**src/rtl/sync_result_sink.sv**
```systemverilog
// Consumer end of a kernel valid/ready result stream: stamps each accepted word with its
// issue-to-result latency, compares it against the job's expected value, and queues it in a FWFT FIFO.
//
// state  | meaning
// IDLE   | no job in flight; an accepted result here is recorded as spurious
// RUN    | one job issued; timer counts cycles since its start
module sync_result_sink #(
  parameter int WIDTH   = 16,
  parameter int DEPTH   = 4,
  parameter int LATW    = 10,
  parameter int TIMEOUT = 1000
) (
  input  logic             i_clk,
  input  logic             i_rst,
  input  logic             i_start,
  input  logic [WIDTH-1:0] i_expected,
  input  logic             i_check_en,
  input  logic             i_in_valid,
  output logic             o_in_ready,
  input  logic [WIDTH-1:0] i_in0,
  input  logic             i_rd_en,
  output logic [WIDTH-1:0] o_rd_data,
  output logic [LATW-1:0]  o_rd_lat,
  output logic             o_rd_err,
  output logic             o_empty,
  output logic             o_full,
  output logic             o_busy,
  output logic [7:0]       o_err_count,
  output logic             o_timeout,
  output logic             o_spurious
);

  localparam int AW = (DEPTH > 1) ? $clog2(DEPTH) : 1;
  localparam logic [AW:0]     DEPTH_C = (AW+1)'(DEPTH);
  localparam logic [LATW-1:0] TMO_C   = LATW'(TIMEOUT);

  typedef enum logic {S_IDLE, S_RUN} state_t;

  state_t           r_state;
  logic [LATW-1:0]  r_timer;
  logic [WIDTH-1:0] r_exp;
  logic             r_chk;
  logic [7:0]       r_err_count;
  logic             r_timeout;
  logic             r_spurious;

  logic [WIDTH-1:0] r_mem_data [DEPTH];
  logic [LATW-1:0]  r_mem_lat  [DEPTH];
  logic             r_mem_err  [DEPTH];
  logic [AW-1:0]    r_wr_ptr;
  logic [AW-1:0]    r_rd_ptr;
  logic [AW:0]      r_count;

  logic             w_empty;
  logic             w_full;
  logic             w_accept;
  logic             w_pop;
  logic             w_push;
  logic [LATW-1:0]  w_push_lat;
  logic             w_push_err;

  assign w_empty  = (r_count == '0);
  assign w_full   = (r_count == DEPTH_C);
  assign w_accept = i_in_valid && !w_full;
  assign w_pop    = i_rd_en && !w_empty;

  // Results accepted outside a job carry lat=0 and are never flagged as mismatches.
  always_comb begin
    w_push     = 1'b0;
    w_push_lat = '0;
    w_push_err = 1'b0;
    if (w_accept) begin
      w_push = 1'b1;
      if (r_state == S_RUN) begin
        w_push_lat = r_timer;
        w_push_err = r_chk && (i_in0 != r_exp);
      end
    end
  end

  always_ff @(posedge i_clk) begin
    if (i_rst) begin
      r_state     <= S_IDLE;
      r_timer     <= '0;
      r_exp       <= '0;
      r_chk       <= 1'b0;
      r_err_count <= '0;
      r_timeout   <= 1'b0;
      r_spurious  <= 1'b0;
    end else begin
      case (r_state)
        S_IDLE: begin
          if (w_accept) r_spurious <= 1'b1;
          if (i_start) begin
            r_state <= S_RUN;
            r_timer <= LATW'(1);
            r_exp   <= i_expected;
            r_chk   <= i_check_en;
          end
        end
        S_RUN: begin
          if (w_accept) begin
            if (i_start) begin
              r_timer <= LATW'(1);
              r_exp   <= i_expected;
              r_chk   <= i_check_en;
            end else begin
              r_state <= S_IDLE;
              r_timer <= '0;
            end
          end else if (r_timer == TMO_C) begin
            r_timeout <= 1'b1;
            r_state   <= S_IDLE;
            r_timer   <= '0;
          end else if (r_timer != '1) begin
            r_timer <= r_timer + LATW'(1);
          end
        end
        default: r_state <= S_IDLE;
      endcase
      if (w_push && w_push_err && (r_err_count != 8'hFF))
        r_err_count <= r_err_count + 8'd1;
    end
  end

  // Storage needs no reset: reads are masked to zero while the FIFO is empty.
  always_ff @(posedge i_clk) begin
    if (w_push) begin
      r_mem_data[r_wr_ptr] <= i_in0;
      r_mem_lat[r_wr_ptr]  <= w_push_lat;
      r_mem_err[r_wr_ptr]  <= w_push_err;
    end
  end

  always_ff @(posedge i_clk) begin
    if (i_rst) begin
      r_wr_ptr <= '0;
      r_rd_ptr <= '0;
      r_count  <= '0;
    end else begin
      if (w_push) r_wr_ptr <= r_wr_ptr + AW'(1);
      if (w_pop)  r_rd_ptr <= r_rd_ptr + AW'(1);
      r_count <= r_count + (AW+1)'(w_push) - (AW+1)'(w_pop);
    end
  end

  assign o_in_ready  = !w_full;
  assign o_rd_data   = w_empty ? '0 : r_mem_data[r_rd_ptr];
  assign o_rd_lat    = w_empty ? '0 : r_mem_lat[r_rd_ptr];
  assign o_rd_err    = w_empty ? 1'b0 : r_mem_err[r_rd_ptr];
  assign o_empty     = w_empty;
  assign o_full      = w_full;
  assign o_busy      = (r_state == S_RUN);
  assign o_err_count = r_err_count;
  assign o_timeout   = r_timeout;
  assign o_spurious  = r_spurious;

endmodule

```
**config.mk**
```make
export PLATFORM = sky130hd
export DESIGN_NAME = sync_result_sink
export DESIGN_NICKNAME = d
export VERILOG_FILES = /design/src/rtl/sync_result_sink.sv
export SDC_FILE = /design/constraint.sdc
export NUM_CORES = 1
export LEC_CHECK = 0
export ABC_AREA = 1
export CORE_MARGIN = 2
export CORE_UTILIZATION = 45
export CTS_CLUSTER_SIZE = 20
export DETAILED_ROUTE_END_ITERATION = 7
export HOLD_SLACK_MARGIN = 0.03
export PLACE_DENSITY = 0.66
export SYNTH_ARGS = -nofsm -noshare
export SYNTH_HDL_FRONTEND = slang
export SYNTH_SLANG_ARGS = --single-unit
```
**constraint.sdc**
```tcl
create_clock -name i_clk -period 7.62 [get_ports i_clk]
set_clock_uncertainty 0.2 [all_clocks]
set_input_delay 1.524 -clock i_clk [delete_from_list [all_inputs] [get_ports i_clk]]
set_output_delay 1.524 -clock i_clk [all_outputs]
set_load 0.005 [all_outputs]
```
==> flow_summary.json <==
{
  "die_y_um": 127.3,
  "diodes": 0,
  "ys.flop_type": "edfxtp_1",
  "num_vias": 5020,
  "synth_compound_area_share_pct": 10.37,
  "grt_pass1_vias": 4913,
  "synthTopCellsByArea": "edfxtp_1, dfxtp_1, nor2_1",
  "fmax_mhz": 182.4,
  "drtIter0Drc": 510,
  "ys_seq_elements": 155,
  "power_mw": 2.533,
  "setup_violations": 0,
  "grt_first_pass_wirelength_mm": 24.41,
  "synthAdderAreaFrac_pct": 1.755,
  "synth_top_cell_by_area": "edfxtp_1",
  "drv_cap": 0,
  "reg2regPathDepth": 9,
  "synth_nets": 785,
  "dr.pass1.iters": 5,
  "synth-simple-area-share_pct": 19.54,
  "critPathMaxFanout": 28,
  "cp.required_ns": 5.90,
  "setup.worst_path.end_class": "output pin",
  "async_flop_share_pct": 0,
  "cts.clk_slew.worst_paths_ns": 0.06,
  "numCtsBuffers": 17,
  "yosysSeqAreaShare_pct": 61.13,
  "ctsHoldBuffers": 0,
  "synth_top_family_by_area": "simple AND/OR/NAND/NOR gates",
  "ant_nets": 0,
  "fin_nets": 856,
  "avgSynthCellArea_um2": 9.274,
  "synthCells": 738,
  "die-area_um2": 16210,
  "arrival_ns": 3.76,
  "worstSetupEndpoint": "o_rd_data[0]",
  "core_area_um2": 15030,
  "grt_max_degree": 56,
  "p_leak_nw": 3.230,
  "fin_hold_ws_ns": 0.2705,
  "rsz0062_at_grt": "no",
  "gr-total-overflow": 0,
  "slew_headroom_pct": 28.94,
  "cts_tree": "built",
  "critical_path.max_stage_delay_ns": 1.10,
  "clock_latency_ns": 0.42,
  "syn_to_final_growth_pct": 22.27,
  "status": "finished clean",
  "netlist_area_um2": 6844,
  "synthXorXnorAreaFrac_pct": 0.5119,
  "synthMostInstantiatedCell": "nor2_1",
  "viasPerCell": 4.970,
  "worstMarginPinSlew_ns": 1.064,
  "ir_drop_uv": 163.1,
  "synth_edf_count": 108,
  "tns_ns": 0,
  "worstSetupStartpointType": "flop",
  "io_pins": 79,
  "r2r_end": "r_count[2]",
  "synth.top_cell.area_share_pct": 47.39,
  "yosys_warnings": 0,
  "ys_types": 36,
  "globalplace.congestion": 0.8582,
  "numPortBuffers": 78,
  "cts_sinks": 155,
  "drive_gt1_share_pct": 7.421,
  "cts-root-buf": "clkbuf_16",
  "cp_cell_sequence": "clkinv_1 -> nor2_1 -> o21ai_0 -> a21oi_1 -> clkdlybuf4s50_1",
  "path_class": "flop to output pin",
  "hold_viol_final": 0,
  "initial_core_util_pct": 45.53,
  "drc": 0,
  "die-width_um": 127.3,
  "r2r_start": "r_count[1]",
  "routedWlPerCell_um": 14.79,
  "whs_path_depth": 2,
  "synthMuxAreaShare_pct": 0,
  "dp_hpwl_mm": 9.525,
  "track_usage_pct": 19.37,
  "min_period_over_period_pct": 71.95,
  "slew_viol_final": 0,
  "crit_slowest_cell": "clkinv_1",
  "htreeDepth": 4,
  "antenna_found_initial": 0,
  "min_path_type": "flop to flop",
  "rows": 45,
  "finalCriticalPeriod_ns": 5.482,
  "cts_max_path_buffers": 2,
  "finalWirelength_mm": 14.94,
  "regToRegSetupSlack_ns": 5.22,
  "synth_common_cells": "nor2_1, edfxtp_1, o21ai_0",
  "post_cts_buffers": 0,
  "p_per_area_nw_per_um2": 302.7,
  "cts-resized-gates": 0
}
-- sequential cells by signal (all words and copies together) (netlist names), named ones only --
| name | count |
|---|---|
| r_timer | 10 |
| r_wr_ptr | 2 |
| o_timeout | 1 |
| r_rd_ptr | 2 |
| r_mem_lat | 40 |
| r_mem_err | 4 |
| r_mem_data | 64 |
| r_count | 3 |
| r_exp | 16 |
| o_err_count | 8 |
| o_busy | 1 |
| r_chk | 1 |
| o_spurious | 1 |
-- layout make-up --
type                       instances  area (um2)
fill                            1289        6665
sequential                       155        4184
multi-input combinational        472        2232
timing repair buffer              82       810.8
clock buffer                      17       425.4
inverter                          81       306.5
tap                              188       235.2
clock inverter                    15       173.9
-- report_power, final --
group,internal (mW),switching [mW]
registers,0.997,0.0402
clock network,0.514,0.333
logic,0.288,0.361
-- per-layer routing --
metal	part of all wire (%)	GRT usage (%)	wire, um	vias up
li1	-	-	-	2565
met3	5.8	3.811	867	15
met4	1.5	7.304	224	0
met1	46	26.14	6851	2308
met2	47	31.20	6995	132
met5	0	0	0	-
-- kinds of logic after synthesis --
group / count (synthesis)
buf+inv: 111
fa+ha+maj: 9
simple gates: 319
xor+xnor: 4
flops: 155
compound gates: 140
-- critical path, delay by kind of cell, from the launching register on --
| kind | cells | cell delay, ns |
|---|---|---|
| buf+inv | 2 | 1.65 |
| compound gates | 2 | 0.38 |
| flops | 1 | 1.02 |
| simple gates | 1 | 0.28 |
-- placed cells by master, fill, tap and decap left out, types with 5 or more instances in the layout --
| master | instances |
|---|---|
| a21oi_1 | 54 |
| nand2_2 | 5 |
| nand4_1 | 7 |
| nand2_1 | 82 |
| o21ai_0 | 83 |
| ha_1 | 8 |
| nor2_4 | 5 |
| nand3_1 | 13 |
| nor2_1 | 192 |
| clkbuf_16 | 17 |
| dfxtp_1 | 47 |
| inv_1 | 75 |
| clkdlybuf4s50_1 | 78 |
| edfxtp_1 | 108 |
-- worst min-delay path by stage --
| stage | start | end | slack (ns) |
|---|---|---|---|
| detailed placement | r_exp[0] | r_exp[0] | 0.26 |
| floorplan | r_rd_ptr[1] | flop | 0.24 |
| finish | r_exp[11] | r_exp[11] | 0.27 |
| global route | r_exp[11] | r_exp[11] | 0.29 |
| CTS | r_exp[0] | r_exp[0] | 0.27 |
| global placement | r_rd_ptr[0] | r_rd_ptr[0] | 0.25 |
-- stage by stage --
step,instance area [um2],utilization [%],cells,setup slack [ns]
final,8368,55.66,1010,2.138
after global placement,7769,51.68,978,2.636
after detailed placement,7769,51.68,978,2.558
after CTS,8368,55.66,1010,2.048
after global routing,8368,55.66,1010,1.891
after floorplan,6844,-,738,4.116
No activity file was read; power rests on OpenSTA's default activity.
